==> config.mk <==
export PLATFORM = sky130hd
export DESIGN_NAME = change_dispenser
export DESIGN_NICKNAME = d
export VERILOG_FILES = /design/src/rtl/vending_pkg.sv /design/src/rtl/denom_select.sv /design/src/rtl/change_dispenser.sv
export SDC_FILE = /design/constraint.sdc
export NUM_CORES = 1
export LEC_CHECK = 0
export BUFFER_PORTS_ARGS = -buffer_cell sky130_fd_sc_hd__buf_2
export CAP_MARGIN = 20
export CORE_UTILIZATION = 50
export CTS_BUF_LIST = sky130_fd_sc_hd__clkbuf_4 sky130_fd_sc_hd__clkbuf_8
export CTS_CLUSTER_DIAMETER = 80
export DETAILED_ROUTE_END_ITERATION = 8
export GPL_TIMING_DRIVEN = 0
export HOLD_SLACK_MARGIN = 0.12
export PLACE_DENSITY = 0.8
export SLEW_MARGIN = 40
export SYNTH_ARGS = -nofsm -noshare
export SYNTH_HDL_FRONTEND = slang
export SYNTH_SLANG_ARGS = --single-unit
==> constraint.sdc <==
create_clock -name clk -period 4.3 [get_ports clk]
set_input_delay 0.215 -clock clk [delete_from_list [all_inputs] [get_ports clk]]
set_output_delay 0.215 -clock clk [all_outputs]
set_load 0.02 [all_outputs]
==> src/rtl/vending_pkg.sv <==
`default_nettype none
// ============================================================================
//  Package     : vending_pkg
//  Description : Shared note codes, denomination values and dispenser states
//                used by the vending machine note/coin return path.
//  Revision    : 1.0 - initial release
// ============================================================================
package vending_pkg;

    // 3-bit note code space shared with the note acceptor
    typedef enum logic [2:0] {
        NOTE_10   = 3'b000,
        NOTE_20   = 3'b001,
        NOTE_50   = 3'b010,
        NOTE_100  = 3'b011,
        NOTE_200  = 3'b100,
        NOTE_500  = 3'b101,
        NOTE_5    = 3'b110,
        NOTE_NONE = 3'b111
    } note_code_t;

    // Dispenser controller states
    typedef enum logic [2:0] {
        ST_IDLE    = 3'd0,
        ST_SELECT  = 3'd1,
        ST_PRESENT = 3'd2,
        ST_DONE    = 3'd3,
        ST_FAULT   = 3'd4
    } disp_state_t;

    // Number of real denominations (NOTE_NONE excluded)
    localparam int c_num_denom = 7;

    // Denominations ordered largest first; the picker walks this list
    localparam note_code_t c_priority [c_num_denom] = '{
        NOTE_500, NOTE_200, NOTE_100, NOTE_50, NOTE_20, NOTE_10, NOTE_5
    };

    // Rupee value of a note code; NOTE_NONE is worth nothing
    function automatic logic [15:0] denom_value(input note_code_t code);
        case (code)
            NOTE_10:  return 16'd10;
            NOTE_20:  return 16'd20;
            NOTE_50:  return 16'd50;
            NOTE_100: return 16'd100;
            NOTE_200: return 16'd200;
            NOTE_500: return 16'd500;
            NOTE_5:   return 16'd5;
            default:  return 16'd0;
        endcase
    endfunction

endpackage
`default_nettype wire

==> src/rtl/denom_select.sv <==
`default_nettype none
// ============================================================================
//  Module      : denom_select
//  Description : Combinational greedy picker. Returns the largest denomination
//                whose value fits in the remaining amount and whose stock is
//                available. found=0 when nothing fits.
//  Revision    : 1.0 - initial release
// ============================================================================
module denom_select
    import vending_pkg::*;
#(
    parameter int AMT_W = 10
) (
    input  logic [AMT_W-1:0]       remaining,
    input  logic [c_num_denom-1:0] avail,
    output note_code_t             code,
    output logic                   found
);

    // Walk smallest to largest so the largest eligible denomination wins last
    always_comb begin
        code  = NOTE_NONE;
        found = 1'b0;
        for (int i = c_num_denom - 1; i >= 0; i--) begin
            if (avail[c_priority[i]] &&
                (32'(denom_value(c_priority[i])) <= 32'(remaining))) begin
                code  = c_priority[i];
                found = 1'b1;
            end
        end
    end

endmodule
`default_nettype wire

==> src/rtl/change_dispenser.sv <==
`default_nettype none
// ============================================================================
//  Module      : change_dispenser
//  Description : Vending machine return path. Accepts a change amount and
//                ejects it as a sequence of note codes (greedy, largest
//                first), one per note_valid/note_ack handshake. Reports a
//                one-cycle done pulse or a sticky fault with the residual.
//  Options     : CHANGE_DISPENSER_STOCK_EN - per-denomination stock counters
//                with refill; when undefined stock is unlimited.
//  Revision    : 1.0 - initial release
// ============================================================================
module change_dispenser
    import vending_pkg::*;
#(
    parameter int AMT_W      = 10,
    parameter int INIT_STOCK = 8,
    parameter int STOCK_W    = 4
) (
    input  logic             clk,
    input  logic             reset,
    input  logic             change_valid,
    input  logic [AMT_W-1:0] change_amt,
    output logic             change_ready,
    output logic [2:0]       note_out,
    output logic             note_valid,
    input  logic             note_ack,
    output logic             done,
    output logic             fault,
    output logic [AMT_W-1:0] residual,
    input  logic             fault_clr,
    input  logic             refill
);

    disp_state_t r_state;
    disp_state_t w_next;

    logic [AMT_W-1:0] r_remaining;
    logic [AMT_W-1:0] w_remaining;
    note_code_t       r_note_out;
    note_code_t       w_note_out;
    logic             r_note_valid;
    logic             w_note_valid;
    logic             r_done;
    logic             w_done;
    logic             r_fault;
    logic             w_fault;
    logic             w_dec;

    logic [c_num_denom-1:0] w_avail;
    note_code_t             w_sel_code;
    logic                   w_sel_found;
    logic [AMT_W-1:0]       w_val;

    // Value of the note currently being presented
    assign w_val = AMT_W'(denom_value(r_note_out));

    denom_select #(
        .AMT_W (AMT_W)
    ) u_denom_select (
        .remaining (r_remaining),
        .avail     (w_avail),
        .code      (w_sel_code),
        .found     (w_sel_found)
    );

`ifdef CHANGE_DISPENSER_STOCK_EN
    localparam logic [STOCK_W-1:0] c_init_stock = STOCK_W'(INIT_STOCK);

    generate
        for (genvar g = 0; g < c_num_denom; g++) begin : g_stock
            localparam logic [2:0] c_code = 3'(g);
            logic [STOCK_W-1:0] r_stock;

            // Reload on reset or an IDLE refill; decrement when this note is taken
            always_ff @(posedge clk) begin
                if (reset || ((r_state == ST_IDLE) && refill)) begin
                    r_stock <= c_init_stock;
                end else if (w_dec && (r_note_out == note_code_t'(c_code))) begin
                    r_stock <= r_stock - 1'b1;
                end
            end

            assign w_avail[g] = (r_stock != '0);
        end
    endgenerate
`else
    logic w_unused_stock;

    // Unlimited stock: every denomination is always available
    assign w_avail        = '1;
    assign w_unused_stock = ^{refill, INIT_STOCK[0], STOCK_W[0]};
`endif

    // Next-state and next-output logic for the dispense sequence
    always_comb begin
        w_next       = r_state;
        w_remaining  = r_remaining;
        w_note_out   = r_note_out;
        w_note_valid = r_note_valid;
        w_done       = 1'b0;
        w_fault      = r_fault;
        w_dec        = 1'b0;

        case (r_state)
            ST_IDLE: begin
                if (change_valid) begin
                    w_remaining = change_amt;
                    if ((change_amt % AMT_W'(5)) != '0) begin
                        w_next  = ST_FAULT;
                        w_fault = 1'b1;
                    end else if (change_amt == '0) begin
                        w_next = ST_DONE;
                    end else begin
                        w_next = ST_SELECT;
                    end
                end
            end

            ST_SELECT: begin
                if (w_sel_found) begin
                    w_note_out   = w_sel_code;
                    w_note_valid = 1'b1;
                    w_next       = ST_PRESENT;
                end else begin
                    w_fault = 1'b1;
                    w_next  = ST_FAULT;
                end
            end

            ST_PRESENT: begin
                if (note_ack) begin
                    w_remaining  = r_remaining - w_val;
                    w_note_out   = NOTE_NONE;
                    w_note_valid = 1'b0;
                    w_dec        = 1'b1;
                    w_next       = (w_remaining == '0) ? ST_DONE : ST_SELECT;
                end
            end

            ST_DONE: begin
                w_done = 1'b1;
                w_next = ST_IDLE;
            end

            ST_FAULT: begin
                if (fault_clr) begin
                    w_fault = 1'b0;
                    w_next  = ST_IDLE;
                end
            end

            default: begin
                w_next = ST_IDLE;
            end
        endcase
    end

    // State and output registers
    always_ff @(posedge clk) begin
        if (reset) begin
            r_state      <= ST_IDLE;
            r_remaining  <= '0;
            r_note_out   <= NOTE_NONE;
            r_note_valid <= 1'b0;
            r_done       <= 1'b0;
            r_fault      <= 1'b0;
        end else begin
            r_state      <= w_next;
            r_remaining  <= w_remaining;
            r_note_out   <= w_note_out;
            r_note_valid <= w_note_valid;
            r_done       <= w_done;
            r_fault      <= w_fault;
        end
    end

    assign change_ready = (r_state == ST_IDLE) && !reset;
    assign note_out     = r_note_out;
    assign note_valid   = r_note_valid;
    assign done         = r_done;
    assign fault        = r_fault;
    assign residual     = r_remaining;

endmodule
`default_nettype wire
==> impl_metrics.ini, run 1 <==
[routing]
detail_route.wl_per_cell_um = 15.0
antenna_violating_nets_post_route = 0
vias = 2936
drtPass1Iterations = 5
drt_drc_violations_left = 0
via_per_inst = 6.26
wl_um = 7040
drt_iter0_drc = 240

[place]
postPlaceCellArea_um2 = 2840
dp_hpwl_um = 5310
pre_cts_ws_ns = -0.258
port_buffers = 30
dp.cells = 464
place_congestion = 0.919

[logic_synthesis]
post_synth_num_cell_types = 80
syn_nets = 396
number_of_enable_type_register_cells_in_the_synthesized_netlist = 0
most_frequent_cell_after_synthesis = nor2_1
post_synth_instance_area_um2 = 2610
async_flop_share_pct = 0
ys_warn_count = 0
ys_seq_elements = 19
syn-mean-instance-area_um2 = 7.11
most_common_library_cells_after_synthesis = 43 x nor2_1, 35 x nand2_1, 22 x a21oi_1
syn-instance-count = 367
synth_area_leaders = dfxtp_1 15%, nor2_1 6.2%, ha_1 5.8%, nand2_1 5.0%, a21oi_1 4.2%
synth_area_leader_cell = dfxtp_1
yosysTopAreaCellShare_pct = 14.6
proportion_of_synthesized_chip_area_in_sequential_cells_pct = 14.6
ys.flop_type = dfxtp_1

[finish]
fin_cells = 469
drive_gt1_share_pct = 18.7
synthToLayoutAreaGrowth_pct = 12.7
layout.area.seq_um2 = 380
multi_input_comb_area_um2 = 2070
postLayoutCellArea_um2 = 2940
antenna-diode-count = 0
final_nets = 432
post-route-util_pct = 60.3
layout_fillers = 470

[die]
fp.coreArea_um2 = 4880
io_pins = 33
floorplan.initialDensity_pct = 53.5
row_count = 25
die_h_um = 74.3
die_width_um = 74.3
floorplan.die_area_um2 = 5510

[sta]
relSlewSlack_pct = 50.1
finClkSkew_ns = 0.00625
timing.final.hold_violations = 0
timing_max_transition_violations_final = 0
final.min_clock_period_ns = 4.01
tightest_slew_ns = 0.741
finalSetupTns_ns = 0
worst_setup_margin_ns = 0.285
final_min_period_over_clock_period_pct = 93.4
holdWs_ns = 0.259
report.final.setup_viol = 0
rsz0062_at_grt = no
max_freq_mhz = 249

[global_routing]
via_count_of_the_first_global_routing_pass = 2563
grt_antenna_before_repair = 0
groute.usage.overall_pct = 26.4
grt_pass1_wl_um = 11700
grt_start_max_net_pins = 11
grt_total_ovfl = 0

[pwr]
cellLeakagePower_nw = 1.16
seq_power_share_pct = 27.6
clockPowerShare_pct = 17.5
vdd.ir_drop.worst_uv = 129
total_switching_power_mw = 0.332
total_power_mw = 0.760
power-per-cell-area_nw_per_um2 = 258
p_int_mw = 0.428
switching_share_pct = 43.7
power_frac_comb_pct = 54.9

[min_path]
hp-class = in2reg

[clocking]
cts_tree = built
cts_made_buffers = 3
clock_tree.buffer_depth = 2
clkLatencyLatePin_ns = 0.26
cts_root_buf = clkbuf_8
cts.reportedPaths.clkPinSlew_ns = 0.07
htree_levels = 1
tritoncts_num_sinks = 19

[worst_setup_path]
cp.arrival_ns = 4.14
critPathMaxFanout = 10
r2r_setup_slack_ns = 0.85
critPathLaunchType = primary input
crit_required_ns = 4.42
criticalPathCategory = in2reg
endpoint_kind = flop

[status]
result_of_the_run = completed

[job]
drv_cap = 0
cell usage in the layout, fill, tap and decap left out, types with 3 or more instances in the layout:
master / netlist / final
nor2_1: 43 / 43
nand2_1: 35 / 35
buf_2: 5 / 35
a21oi_1: 22 / 22
inv_1: 21 / 21
o21ai_0: 20 / 20
dfxtp_1: 19 / 19
clkbuf_1: 14 / 12
ha_1: 12 / 12
nor2b_1: 10 / 10
nand3_1: 9 / 9
nor3_1: 8 / 8
nand2b_1: 7 / 7
o211ai_1: 7 / 7
a211oi_1: 7 / 7
nor4_1: 7 / 7
xnor2_1: 7 / 6
o221ai_1: 6 / 6
or2_2: 5 / 5
a21boi_0: 5 / 5
nand4_1: 4 / 4
a31oi_1: 4 / 4
buf_4: 2 / 3
and4bb_1: 3 / 3
o21ai_1: 3 / 3
o31ai_1: 3 / 3
o21a_1: 3 / 3
and3_1: 3 / 3
clkbuf_8: 0 / 3
sequential cells by signal, summed over array words and instances, names as in the netlist:
register,flops
fault,1
done,1
note_valid,1
r_state,3
note_out,3
residual,10
cells by family (layout without fill, tap and decap cells):
group                      count (synthesis)  count (layout)  synth area share (%)
and+or+nand+nor                          154             154                  30.8
AOI/OAI and AO/OA                        123             123                  35.7
buffers and inverters                     45              80                  7.57
DFF                                       19              19                  14.6
adders and majority gates                 14              14                  6.95
xor gates and xnor gates                  10              10                  3.64
muxes                                      2               2                 0.767
metal layers:
metal,up-vias,global-route usage [%],share of wire [%]
met5,-,0,0
met4,0,4.19,1.1
met3,12,4.20,6.6
met2,117,43.5,46
met1,1364,36.8,46
li1,1443,-,-
critical path: stages:
cell	delay [ns]
buf_2	0.13
buf_6	0.14
or3b_1	0.39
a311oi_4	0.38
a21oi_2	0.17
xnor2_2	0.21
o211ai_1	0.15
o2bb2ai_2	0.28
inv_1	0.12
ha_1	0.28
nor2_4	0.20
nor2_1	0.07
nor2_1	0.09
a21oi_1	0.05
ha_1	0.29
and3_1	0.15
o311ai_0	0.10
or3_1	0.36
a31oi_4	0.26
o32ai_1	0.11
repair_timing:
| action | CTS | global route |
|---|---|---|
| hold buffers | 0 | 0 |
| setup endpoints to repair | 0 | 3 |
| resized for setup | 0 | 9 |
| setup buffers | 0 | 1 |
power by group through the flow:
stage	registers [mW]	clock network [mW]	logic, mW
2_1_floorplan	0.224	0	0.293
3_3_place_gp	0.213	0	0.386
3_5_place_dp	0.214	0	0.396
4_1_cts	0.210	0.133	0.399
5_1_grt	0.212	0.142	0.463
6_report	0.210	0.133	0.417
final cells by class:
type / count / area share (%)
Tap cell: 67 / 2.85
Clock buffer: 4 / 1.66
Inverter: 21 / 2.68
Sequential cell: 19 / 12.9
Multi-Input combinational cell: 303 / 70.4
Buffer: 24 / 4.13
Timing Repair Buffer: 31 / 5.36
worst paths after layout:
| path | start | endpoint | depth (start not counted) |
|---|---|---|---|
| min | change_valid | r_state[0] | 2 |
| max | change_amt[9] | r_state[2] | 20 |
| min reg2reg | note_valid | note_valid | 2 |
| max reg2reg | note_out[0] | r_state[1] | 14 |
Note: power is estimated with default switching activity, not from simulation.
==> run 2, diff against run 1 <==
BUFFER_PORTS_ARGS = -buffer_cell sky130_fd_sc_hd__clkbuf_2   (was -buffer_cell sky130_fd_sc_hd__buf_2)
==> run 2 against run 1 <==
Net effect:
- worst setup slack lost 0.069 ns
- sequential power is essentially flat
- design area grew 0.81%
- critical path depth is the same
- hold slack lost 0.012 ns
- die area is the same
- global-route usage shrank 1.2 points
- highest routed layer unchanged
==> impl_metrics.ini, run 2 (same netlist as run 1, synthesis figures left out) <==
[pwr]
switching_share_pct = 43.6
cellLeakagePower_nw = 1.16
seq_power_share_pct = 27.7
power_frac_comb_pct = 55.1
p_int_mw = 0.429
vdd.ir_drop.worst_uv = 172
total_switching_power_mw = 0.332
clockPowerShare_pct = 17.2
power-per-cell-area_nw_per_um2 = 257

[worst_setup_path]
worst-path-buf-inv = 3
critPathMaxStageDelay_ns = 0.42
critical-path-slowest-cell = or3b_1
crit_required_ns = 4.42
critPathMaxFanout = 10
cp.arrival_ns = 4.21
endpoint_kind = flop
critical_path.cell_chain = clkbuf_2 -> buf_6 -> or3b_1 -> a311oi_4 -> a21oi_4 -> xnor2_2 -> o211ai_1 -> o2bb2ai_2 -> inv_1 -> ha_1 -> nor2_4 -> nor2_1 -> nor2_1 -> a21oi_1 -> ha_1 -> and3_1 -> o311ai_0 -> or3_1 -> a31oi_4 -> o32ai_1
critPathLaunchType = primary input
criticalPathCategory = in2reg
critPathTopFamily = compound AO/OA/AOI/OAI gates

[global_routing]
groute.usage.overall_pct = 25.2
grt_pass1_wl_um = 11100
via_count_of_the_first_global_routing_pass = 2435
grt_start_max_net_pins = 11
grt_total_ovfl = 0
grt_antenna_before_repair = 0

[sta]
timing.final.hold_violations = 0
relSlewSlack_pct = 61.8
finClkSkew_ns = 0.000897
final.min_clock_period_ns = 4.08
timing_max_transition_violations_final = 0
report.final.setup_viol = 0
tightest_slew_ns = 0.573
max_freq_mhz = 245
final_min_period_over_clock_period_pct = 95.0

[routing]
antenna_violating_nets_post_route = 0
drtPass1Iterations = 5
wl_um = 7000
drt_drc_violations_left = 0
drt_iter0_drc = 240
via_per_inst = 6.11
detail_route.wl_per_cell_um = 14.9
vias = 2866

[clocking]
cts_made_buffers = 3
cts_hold_bufs = 0
cts.reportedPaths.clkPinSlew_ns = 0.07
htree_levels = 1
clkLatencyLatePin_ns = 0.25
tritoncts_num_sinks = 19
cts_root_buf = clkbuf_8
cts_tree = built
clock_tree.buffer_depth = 2

[finish]
most-common-layout-cells = 43 x nor2_1, 35 x nand2_1, 31 x clkbuf_2
postLayoutCellArea_um2 = 2970
fin_cells = 469
layout.cells.most_common = nor2_1
synthToLayoutAreaGrowth_pct = 13.6
drive_gt1_share_pct = 18.7
flip_flop_count_of_the_largest_register_after_layout = 10
final_nets = 432
antenna-diode-count = 0

[die]
row_count = 25
io_pins = 33
die_width_um = 74.3
die_h_um = 74.3
fp.coreArea_um2 = 4880
floorplan.die_area_um2 = 5510
floorplan.initialDensity_pct = 53.5

[place]
place_congestion = 0.884
port_buffers = 30
dp.cells = 464
postPlaceCellArea_um2 = 2840
dp_hpwl_um = 5240

[job]
drv_cap = 0

[status]
result_of_the_run = completed

[min_path]
hp-class = in2reg
-- run 2: changes by cell type in the layout (fill, tap and decap cells not counted), sizes merged --
cell / delta
buf: -30
clkbuf: +30
-- run 2: worst paths after layout --
check | slack (ns) | end | startpoint | cells past startpoint
worst max-delay path | 0.22 | r_state[2] | change_amt[9] | 20
worst min-delay path | 0.25 | r_state[0] | change_valid | 2
worst min register to register | 0.50 | note_valid | note_valid | 2
worst max register to register | 0.90 | r_state[1] | note_out[0] | 14
-- run 2: cell type report --
cell class	count	area, um2
multi-input cells	303	2100
fillers	463	1910
flip-flops and latches	19	380
repair buffers	31	158
plain buffers	24	120
well taps	67	83.8
inverters	21	78.8
clock buffers	4	48.8
-- run 2: routing by layer --
layer,share of wire (%),up-vias,track usage (%)
li1,-,1435,-
met1,49,1348,36.0
met2,46,74,42.1
met3,4.7,9,2.98
met4,0.99,0,2.31
met5,0,-,0
-- run 2: worst register-to-register path, cell delays in order, from the launching register on --
cell	delay (ns)
dfxtp_1	0.32
clkbuf_1	0.35
nor2_1	0.13
ha_1	0.23
fa_1	0.41
nor2b_1	0.13
o21ai_0	0.12
a21boi_0	0.25
o21a_1	0.16
nor2_1	0.05
xnor2_1	0.13
or4_1	0.48
o31ai_1	0.28
nand4_1	0.14
a21oi_1	0.14
-- run 2: per-stage QoR --
stage | power (mW) | util (%) | TNS [ns] | hold slack (ns) | setup WS, ns
CTS | 0.740 | 59.4 | 0 | 0.248 | 0.0941
global placement | 0.600 | 58.3 | -0.614 | 0.470 | -0.226
floorplan | 0.517 | - | 0 | 0.350 | 0.530
detailed placement | 0.608 | 58.3 | -0.852 | 0.482 | -0.308
global route | 0.815 | 60.8 | -0.0855 | 0.271 | -0.0599
finish | 0.761 | 60.8 | 0 | 0.247 | 0.216
-- run 2: repair_timing --
action | in CTS | in global routing
pin swaps | 0 | 2
cloned | 0 | 0
gates resized for setup | 1 | 8
buffers inserted | 0 | 1
endpoints found under the setup margin | 3 | 3
-- run 2: power by group through the flow --
stage          combinational, mW  sequential, mW  clock [mW]
6_report                   0.419           0.211       0.131
5_1_grt                    0.463           0.213       0.140
4_1_cts                    0.399           0.210       0.131
3_5_place_dp               0.394           0.214           0
3_3_place_gp               0.386           0.214           0
2_1_floorplan              0.293           0.224           0
